--- config.mk ---
export PLATFORM = sky130hd
export DESIGN_NAME = mem_stage_flat
export DESIGN_NICKNAME = d
export VERILOG_FILES = /design/src/rtl/mem_pkg.sv /design/src/rtl/mem_stage_if.sv /design/src/rtl/load_store_align.sv /design/src/rtl/mem_stage.sv /design/src/flat_wrapper.sv
export SDC_FILE = /design/constraint.sdc
export NUM_CORES = 1
export LEC_CHECK = 0
export ABC_AREA = 1
export ABC_CLOCK_PERIOD_IN_PS = 16600
export CAP_MARGIN = 30
export CORE_AREA = 2 2 130 132
export DETAILED_ROUTE_END_ITERATION = 7
export DIE_AREA = 0 0 132 134
export DONT_BUFFER_PORTS = 1
export MAX_ROUTING_LAYER = met4
export PLACE_DENSITY = 0.44
export REMOVE_ABC_BUFFERS = 1
export SYNTH_ARGS = -nofsm -noshare
export SYNTH_HDL_FRONTEND = slang
export SYNTH_SLANG_ARGS = --single-unit
--- constraint.sdc ---
create_clock -name clk -period 16.6 [get_ports clk]
set_input_delay 3.32 -clock clk [delete_from_list [all_inputs] [get_ports clk]]
set_output_delay 3.32 -clock clk [all_outputs]
set_load 0.05 [all_outputs]
--- src/rtl/mem_pkg.sv ---
// mem_pkg: shared funct3 sizes, FSM states and the MEM/WB payload for the memory stage
package mem_pkg;
  localparam logic [2:0] F3_B  = 3'b000;
  localparam logic [2:0] F3_H  = 3'b001;
  localparam logic [2:0] F3_W  = 3'b010;
  localparam logic [2:0] F3_BU = 3'b100;
  localparam logic [2:0] F3_HU = 3'b101;
  typedef enum logic {IDLE, WAIT} state_t;
  typedef struct packed {
    logic [31:0] pc;
    logic [31:0] instruction;
    logic [31:0] wb_data;
    logic        regwen;
  } memwb_t;
  localparam memwb_t BUBBLE = '0;
endpackage

--- src/rtl/mem_stage_if.sv ---
// mem_stage_if: data-memory bus between the memory stage and the data memory
interface mem_stage_if;
  logic        req;
  logic        we;
  logic [31:0] addr;
  logic [31:0] wdata;
  logic [3:0]  be;
  logic [31:0] rdata;
  logic        ack;
  modport master (output req, we, addr, wdata, be, input rdata, ack);
  modport slave (input req, we, addr, wdata, be, output rdata, ack);
endinterface

--- src/rtl/load_store_align.sv ---
// load_store_align: byte-lane steering for stores, load extraction/extension and misalignment detect
module load_store_align
  import mem_pkg::*;
(
  input  logic [2:0]  funct3,
  input  logic [1:0]  offset,
  input  logic        mem_op,
  input  logic        store,
  input  logic [31:0] store_data,
  input  logic [31:0] rdata,
  output logic [31:0] wdata,
  output logic [3:0]  be,
  output logic [31:0] load_data,
  output logic        err
);
  logic [31:0] sh;
  logic        illegal;
  logic        misaligned;
  always_comb begin
    illegal = store ? funct3 > F3_W : !(funct3 inside {F3_B, F3_H, F3_W, F3_BU, F3_HU});
    misaligned = (funct3[1:0] == 2'b01 && offset[0]) || (funct3 == F3_W && offset != 2'b00);
    err = mem_op && (illegal || misaligned);
    wdata = funct3[1:0] == 2'b00 ? {4{store_data[7:0]}} :
            funct3[1:0] == 2'b01 ? {2{store_data[15:0]}} : store_data;
    be = !store ? 4'b0000 :
         funct3[1:0] == 2'b00 ? 4'b0001 << offset :
         funct3[1:0] == 2'b01 ? 4'b0011 << offset : 4'b1111;
    sh = rdata >> {offset, 3'b000};
    load_data = funct3 == F3_B  ? {{24{sh[7]}}, sh[7:0]} :
                funct3 == F3_H  ? {{16{sh[15]}}, sh[15:0]} :
                funct3 == F3_BU ? {24'h0, sh[7:0]} :
                funct3 == F3_HU ? {16'h0, sh[15:0]} : rdata;
  end
endmodule

--- src/rtl/mem_stage.sv ---
// mem_stage: RV32I memory-access stage with variable-latency bus, timeout abort and MEM/WB register
module mem_stage
  import mem_pkg::*;
#(
  parameter int TIMEOUT_CYCLES = 16
) (
  input  logic               clk,
  input  logic               reset,
  input  logic [31:0]        pc_in,
  input  logic [31:0]        instruction_in,
  input  logic [31:0]        alu_result_in,
  input  logic [31:0]        store_data_in,
  input  logic               regwen_in,
  input  logic               memrw_in,
  input  logic               wbsel_in,
  mem_stage_if.master        dmem,
  output logic               stall,
  output logic               misalign_err,
  output logic               bus_err,
  output logic [31:0]        pc_out,
  output logic [31:0]        instruction_out,
  output logic [31:0]        wb_data_out,
  output logic               regwen_out
);
  localparam int CW = $clog2(TIMEOUT_CYCLES + 1);
  state_t          state, state_nxt;
  logic [CW-1:0]   cnt, cnt_nxt;
  logic            mem_op, err, abort, req;
  logic [31:0]     wdata, load_data, wb_data;
  logic [3:0]      be;
  memwb_t          memwb;
  assign mem_op = memrw_in | wbsel_in;
  load_store_align u_align (
    .funct3     (instruction_in[14:12]),
    .offset     (alu_result_in[1:0]),
    .mem_op     (mem_op),
    .store      (memrw_in),
    .store_data (store_data_in),
    .rdata      (dmem.rdata),
    .wdata      (wdata),
    .be         (be),
    .load_data  (load_data),
    .err        (err)
  );
  always_comb begin
    abort = state == WAIT && cnt == CW'(TIMEOUT_CYCLES);
    req = !reset && !abort && (state == WAIT || (mem_op && !err));
    stall = req && !dmem.ack;
    misalign_err = !reset && state == IDLE && err;
    bus_err = !reset && abort;
    state_nxt = stall ? WAIT : IDLE;
    cnt_nxt = stall ? cnt + CW'(1) : '0;
    wb_data = wbsel_in ? load_data : alu_result_in;
    dmem.req = req;
    dmem.we = req && memrw_in;
    dmem.addr = reset ? 32'h0 : {alu_result_in[31:2], 2'b00};
    dmem.wdata = reset ? 32'h0 : wdata;
    dmem.be = reset ? 4'h0 : be;
  end
  always_ff @(posedge clk or posedge reset)
    if (reset) begin
      state <= IDLE;
      cnt <= '0;
      memwb <= BUBBLE;
    end else begin
      state <= state_nxt;
      cnt <= cnt_nxt;
      memwb <= stall ? BUBBLE : memwb_t'{pc: pc_in, instruction: instruction_in, wb_data: wb_data,
                                         regwen: regwen_in && !err && !abort};
    end
  assign pc_out = memwb.pc;
  assign instruction_out = memwb.instruction;
  assign wb_data_out = memwb.wb_data;
  assign regwen_out = memwb.regwen;
endmodule
--- src/flat_wrapper.sv ---
// flat-port wrapper written by rule: the top's interface ports become plain ports
module mem_stage_flat import mem_pkg::*;
#(
  parameter int TIMEOUT_CYCLES = 16
)
  (clk, reset, pc_in, instruction_in, alu_result_in, store_data_in, regwen_in, memrw_in, wbsel_in, stall, misalign_err, bus_err, pc_out, instruction_out, wb_data_out, regwen_out, dmem_req, dmem_we, dmem_addr, dmem_wdata, dmem_be, dmem_rdata, dmem_ack);
  mem_stage_if dmem_i ();
  input  logic clk;
  input  logic reset;
  input  logic [31:0] pc_in;
  input  logic [31:0] instruction_in;
  input  logic [31:0] alu_result_in;
  input  logic [31:0] store_data_in;
  input  logic regwen_in;
  input  logic memrw_in;
  input  logic wbsel_in;
  output logic stall;
  output logic misalign_err;
  output logic bus_err;
  output logic [31:0] pc_out;
  output logic [31:0] instruction_out;
  output logic [31:0] wb_data_out;
  output logic regwen_out;
  output wire logic [$bits(dmem_i.req)-1:0] dmem_req;
  output wire logic [$bits(dmem_i.we)-1:0] dmem_we;
  output wire logic [$bits(dmem_i.addr)-1:0] dmem_addr;
  output wire logic [$bits(dmem_i.wdata)-1:0] dmem_wdata;
  output wire logic [$bits(dmem_i.be)-1:0] dmem_be;
  input wire logic [$bits(dmem_i.rdata)-1:0] dmem_rdata;
  input wire logic [$bits(dmem_i.ack)-1:0] dmem_ack;
  assign dmem_req = dmem_i.req;
  assign dmem_we = dmem_i.we;
  assign dmem_addr = dmem_i.addr;
  assign dmem_wdata = dmem_i.wdata;
  assign dmem_be = dmem_i.be;
  assign dmem_i.rdata = dmem_rdata;
  assign dmem_i.ack = dmem_ack;
  mem_stage #(.TIMEOUT_CYCLES(TIMEOUT_CYCLES)) u_core (.clk(clk), .reset(reset), .pc_in(pc_in), .instruction_in(instruction_in), .alu_result_in(alu_result_in), .store_data_in(store_data_in), .regwen_in(regwen_in), .memrw_in(memrw_in), .wbsel_in(wbsel_in), .dmem(dmem_i), .stall(stall), .misalign_err(misalign_err), .bus_err(bus_err), .pc_out(pc_out), .instruction_out(instruction_out), .wb_data_out(wb_data_out), .regwen_out(regwen_out));
endmodule
# After elaboration in Yosys (flattened, before gate mapping)
# Cells that the tools add are included.
[totals]
register_bits = 103
output_inout_bits = 170
elab_cells = 62
in_bits = 166
[classes]
reduce_logical = 26
n_shift = 3
eq_ne = 6
bitwise = 2
n_mux = 17
addsub = 1
n_lt_le_gt_ge = 1
[op_table]
columns = ["op", "n"]
rows = [
  ["two-way mux 32 bit", 9],
  ["two-way mux 97 bit", 1],
  ["right shift 32 x 5 -> 16 bit", 1],
  ["two-way mux 4 bit", 4],
  ["logical AND 1 bit", 14],
  ["== test 3 bit, second input constant", 2],
  ["adder 5 x 1 -> 5 bit, second input constant", 1],
  ["== test 5 bit, second input constant", 1],
  ["logical NOT 1 bit", 5],
  ["two-way mux 5 bit", 1],
  ["nonzero test 5 bit", 1],
  ["left shift 1 x 2 -> 4 bit, first input constant", 1],
  ["left shift 2 x 2 -> 4 bit, first input constant", 1],
  ["== test 3 x 1 -> 1 bit, second input constant", 1],
  ["== test 3 x 2 -> 1 bit, second input constant", 1],
  ["> comparator 3 x 2 -> 1 bit, second input constant", 1],
  ["logical NOT 3 bit", 1],
  ["logical OR 1 bit", 3],
  ["== test 2 x 1 -> 1 bit, second input constant", 1],
  ["logical NOT 2 bit", 1],
  ["two-way mux 1 bit", 2],
  ["nonzero test 2 bit", 1],
  ["NOT 1 bit", 1],
  ["OR 1 bit", 1],
]

# Logic depth before layout (Yosys ltp)
[depth]
depth_word = 12
ltp_mapped = 14
ltp_nobuf = 10

# Cells and area by module
# From an unflattened synthesis, not the netlist that was laid out.
[unflattened]
hier_cells = 831
area_unflattened_um2 = 5824.3
[modules_own_cells]
columns = ["module", "seq_area_each_um2", "cells_each", "instances", "area_each_um2"]
rows = [
  ["mem_stage", 2577.5, 558, 1, 4458.0],
  ["load_store_align", 0.0, 273, 1, 1366.3],
]

# Worst setup path before layout
# Ideal clock, no wire load.
[synth_timing]
path_type = "input port to output port"
from = "in reset"
to = "out dmem_wdata[23]"
cell_stages = 4
arrival_time_ns = 7.876
slack_ns = 5.404
required_time_ns = 13.280
path_buffers = 1
cell_sequence = "inv_1 clkbuf_1 o21ai_0 a21oi_1"
[synth_via]
elab_chain_len = 1
[synth_lines]
columns = ["item", "line_no", "source"]
rows = [
  ["start: declaration", "flat_wrapper.sv:9", "input logic reset;"],
  ["two-way mux 32 bit", "mem_stage.sv:57", "dmem.wdata = reset ? 32'h0 : wdata;"],
  ["end: declaration", "flat_wrapper.sv:27", "output wire logic [$bits(dmem_i.wdata)-1:0] dmem_wdata;"],
]
# Every way passes these cells.

# Final worst setup path
[layout_timing]
from = "in alu_result_in[0]"
to = "out dmem_we"
[layout_via]
elab_chain_len = 10
word_cells_on_any_way = 11
cone_classes = "reduce/logical: 11"
[layout_lines]
columns = ["item", "line_no", "source"]
rows = [
  ["start: declaration", "flat_wrapper.sv:12", "input logic [31:0] alu_result_in;"],
  ["nonzero test 2 bit", "load_store_align.sv:21", "misaligned = (funct3[1:0] == 2'b01 && offset[0]) || (funct3 == F3_W && offset != 2'b00);"],
  ["logical AND 1 bit", "load_store_align.sv:21", ""],
  ["logical OR 1 bit (*)", "load_store_align.sv:21", ""],
  ["logical OR 1 bit (*)", "load_store_align.sv:22", "err = mem_op && (illegal || misaligned);"],
  ["logical AND 1 bit (*)", "load_store_align.sv:22", ""],
  ["logical NOT 1 bit (*)", "mem_stage.sv:47", "req = !reset && !abort && (state == WAIT || (mem_op && !err));"],
  ["logical AND 1 bit (*)", "mem_stage.sv:47", ""],
  ["logical OR 1 bit (*)", "mem_stage.sv:47", ""],
  ["logical AND 1 bit (*)", "mem_stage.sv:47", ""],
  ["logical AND 1 bit (*)", "mem_stage.sv:55", "dmem.we = req && memrw_in;"],
  ["end: declaration", "flat_wrapper.sv:25", "output wire logic [$bits(dmem_i.we)-1:0] dmem_we;"],
]
# Every way passes the cells marked *; elsewhere a longest branch is shown, timed or not.

==> results summary <==
Setup repair after global routing left no endpoint under its margin. The worst setup path is captured at an output port. For this design the total switching power over the nets is 267 µW. No sink is reached through more buffers than the 2 on the longest clock path. The maximum number of pins on one net before global-route repair is between 100 and 150. Leaving out fill and tap cells, the most frequent cell in the layout is sky130_fd_sc_hd__nand2_1. The classification of the worst-slack hold path is reg2reg. The worst supply voltage drop on vdd is 42.9 µV. The final clock skew came out at about 13 ps. The number of antenna violations at the first check in global routing is 0.

The die extent in x is 132 µm. Net switching is about two fifths of the power. The total of flip-flops plus latches after synthesis is a little over 100.

The Yosys warning count came out at 0. The fraction of synthesized cell area taken by the top area cell type came out at 46.0%. The met2 wire length came out at a little over 9000 µm.

The reported leakage power came out at roughly 3.7 nW. After detailed routing, no signal wire sits above met4. The fill cell instance count of the final layout is approximately 1700. The library cells used most frequently in the layout, excluding fill and tap cells, are sky130_fd_sc_hd__nand2_1, sky130_fd_sc_hd__inv_1, sky130_fd_sc_hd__dfrtp_1.

The netlist area before placement came out at roughly 5600 µm². The first global-routing pass estimated between 20000 and 30000 µm of wire. The wire length the detailed router placed on met1 came out at 6750 µm. The number of port buffers came out at 0. The effective utilization at floorplan came out at 34.4%. The count of routing violations after the opening detailed-route iteration came out at 241. The overall via count from detail_route is between 4000 and 5000.

The cell internal power dissipation is 405 µW. The run finished with clean final reports. The placer's final routability congestion estimate came out at 0.907. The global-route usage over all layers is ~20%. The achievable clock frequency came out at approximately 0.12 GHz.

The final clock period utilization by the worst path is approximately half. The share of power burned in registers came out at between 50% and 60%. The wire length after detailed routing is approximately 18000 µm.

The number of hold violations in the final report came out at 0. The count of clock tree sinks came out at just over 100. Data on the critical path arrives at its endpoint at between 5000 and 6000 ps.

The die outline height came out at approximately 130 µm. The area added between synthesis and finish is 8.88%. The worst setup path is of the in2out kind. The worst path needs approximately 8500 ps of the cycle, external delays included. The count of buffers added by post-CTS timing repair for setup is 0.

The total count of max-transition violations in the final report is 0. Of all nets on the critical path, the largest fanout is 22. The number of design rule violations left after detail routing came out at 0.

The gate count after technology mapping is ~830. The floorplan has 47 rows. The root buffer cell chosen for the clock tree is sky130_fd_sc_hd__clkbuf_16.

The H-tree generated during clock tree synthesis spans 3 levels. The residual overflow from global routing came out at 0. Once detail routing completed, the nets flagged for antenna violations numbered 0. The share of layout cells above drive strength 1 is about 5.2%. The via count of the first global-routing pass is 4823.

Summed over all nets, wire length on met3 after detailed routing comes to 1390 µm. The first detailed-routing pass took 5 iterations. Combinational logic is responsible for roughly 17% of the overall power. After synthesis, the mean cell area works out to ~6.8 µm². The max-capacitance violation count is 0. Data on the critical path is required at its endpoint by 13280 ps.

The clock buffer count from CTS is 9. The proportion of synthesized chip area in sequential cells came out at between 40% and 50%. The standard cell core area is roughly 16000 µm². The die covers around 18000 µm². The routed via count divided by cell count came out at about 4.8. The cell area power density is between 100 and 150 nW/µm². Detailed placement finished with a half-perimeter wire length of 13300 µm. In the post-synthesis netlist, the biggest area contributors are sky130_fd_sc_hd__dfrtp_1, sky130_fd_sc_hd__nand2_1, sky130_fd_sc_hd__inv_1. The count of final setup violators is 0. The worst max-slew margin expressed relative to the limit came out at 30.4%. The number of distinct standard cells referenced by the synthesized netlist came out at 25.

The clock transition at the register clock pins on the worst setup and hold paths after CTS is ~70 ps. The number of antenna repair diodes is 0. The insertion delay to the later sink of the worst-skew pair is roughly 350 ps. The boundary pin count is 336. Summing internal, switching and leakage power gives ~670 µW. The largest total area in the synthesized netlist belongs to sky130_fd_sc_hd__dfrtp_1.

Setup total negative slack on the finished layout was measured at 0 ps. Of the total power, the clock network draws between 30% and 40%. TritonCTS built the clock tree.

The transition time of the tightest slew-check pin is around 1000 ps. The routed length per placed instance came out at approximately 17 µm. The hold-fix buffer count after cts is 0. At the end of the flow, the number of nets in the layout was 980. The worst setup path is launched from an input pin.

The count of instances resized after the clock tree is built is 0.
worst paths after layout:
| check | slack, ps | endpoint | cells past startpoint | start |
|---|---|---|---|---|
| min in group asynchronous | 2920 | u_core.instruction_out[17]$_DFF_PP0_ | 1 | reset |
| setup reg to reg | 14570 | u_core.wb_data_out[6]$_DFF_PP0_ | 12 | u_core.cnt[0]$_DFF_PP0_ |
| max in group asynchronous | 12390 | u_core.pc_out[28]$_DFF_PP0_ | 2 | reset |
| hold reg to reg | 500 | u_core.cnt[0]$_DFF_PP0_ | 1 | u_core.cnt[0]$_DFF_PP0_ |
| setup / recovery | 8100 | dmem_we | 8 | alu_result_in[0] |
| hold / removal | 500 | u_core.cnt[0]$_DFF_PP0_ | 1 | u_core.cnt[0]$_DFF_PP0_ |
metrics by stage:
stage	util, %	setup slack, ps	instance area (µm²)	instances	hold WS (ps)
finish	37.5	8100	6110	1033	501
CTS	37.3	8080	6080	1032	498
detailed placement	35.5	8090	5780	1016	488
global placement	35.1	8150	5720	1008	480
global route	37.5	7940	6110	1033	533
floorplan	-	6080	5390	784	455
final cells by class:
cell class	count	area, µm²	area share (%)
sequential	103	2580	42.2
timing repair buffer	13	118	1.93
multi-input combinational	508	2180	35.8
inverter	173	652	10.7
clock inverter	6	62.6	1.02
tap	220	275	4.51
clock buffer	10	239	3.91
cells by family (layout without fill, tap and decap cells):
family	count (synthesis)	in the layout	synth area share, %
and+or+nand+nor	419	419	29.5
buffers and inverters	218	202	15.5
other	1	2	0.0669
DFF	103	103	46.0
adders and majority gates	6	6	1.34
xor gates and xnor gates	2	2	0.312
AOI/OAI and AO/OA	79	79	7.32
power by group through the flow:
stage / Combinational, mW / Clock [mW] / Sequential (mW)
global placement: 0.110 / 0 / 0.357
detailed placement: 0.113 / 0 / 0.357
finish: 0.112 / 0.209 / 0.351
floorplan: 0.0926 / 0 / 0.352
CTS: 0.113 / 0.217 / 0.352
global route: 0.124 / 0.229 / 0.352
cells in the mapped netlist:
master                     number
sky130_fd_sc_hd__a211oi_1       2
sky130_fd_sc_hd__a21oi_1       33
sky130_fd_sc_hd__buf_1          4
sky130_fd_sc_hd__buf_2         14
sky130_fd_sc_hd__buf_4          5
sky130_fd_sc_hd__buf_6          2
sky130_fd_sc_hd__clkbuf_1      20
sky130_fd_sc_hd__clkinv_1       2
sky130_fd_sc_hd__conb_1         1
sky130_fd_sc_hd__dfrtp_1      103
sky130_fd_sc_hd__ha_1           6
sky130_fd_sc_hd__inv_1        165
sky130_fd_sc_hd__inv_2          6
sky130_fd_sc_hd__nand2_1      270
sky130_fd_sc_hd__nand2_2        1
sky130_fd_sc_hd__nand3_1       46
sky130_fd_sc_hd__nand3_2        1
sky130_fd_sc_hd__nand4_1        1
sky130_fd_sc_hd__nor2_1        95
sky130_fd_sc_hd__nor2_2         1
sky130_fd_sc_hd__nor2_4         1
sky130_fd_sc_hd__nor3_1         3
sky130_fd_sc_hd__o21ai_0       36
sky130_fd_sc_hd__o22ai_1        8
sky130_fd_sc_hd__xor2_1         2
registers in the layout, indices dropped and copies added (netlist names):
name / count
u_core.state: 1
u_core.pc_out: 32
u_core.cnt: 5
u_core.regwen_out: 1
u_core.instruction_out: 32
u_core.wb_data_out: 32
per-layer routing:
| metal | track usage, % | up-vias |
|---|---|---|
| met2 | 35.6 | 256 |
| li1 | - | 2385 |
| met5 | - | - |
| met3 | 4.88 | 19 |
| met1 | 21.8 | 2323 |
| met4 | 6.46 | 0 |
worst max-delay path: stages:
cell and delay (ps):
sky130_fd_sc_hd__inv_1 430, sky130_fd_sc_hd__ha_1 280, sky130_fd_sc_hd__nand3_1 80, sky130_fd_sc_hd__nand2_1 100, sky130_fd_sc_hd__nand3_1 70, sky130_fd_sc_hd__nand2_1 130, sky130_fd_sc_hd__nand2_1 90, sky130_fd_sc_hd__nor2_1 680
No activity file was read; power rests on OpenSTA's default activity.
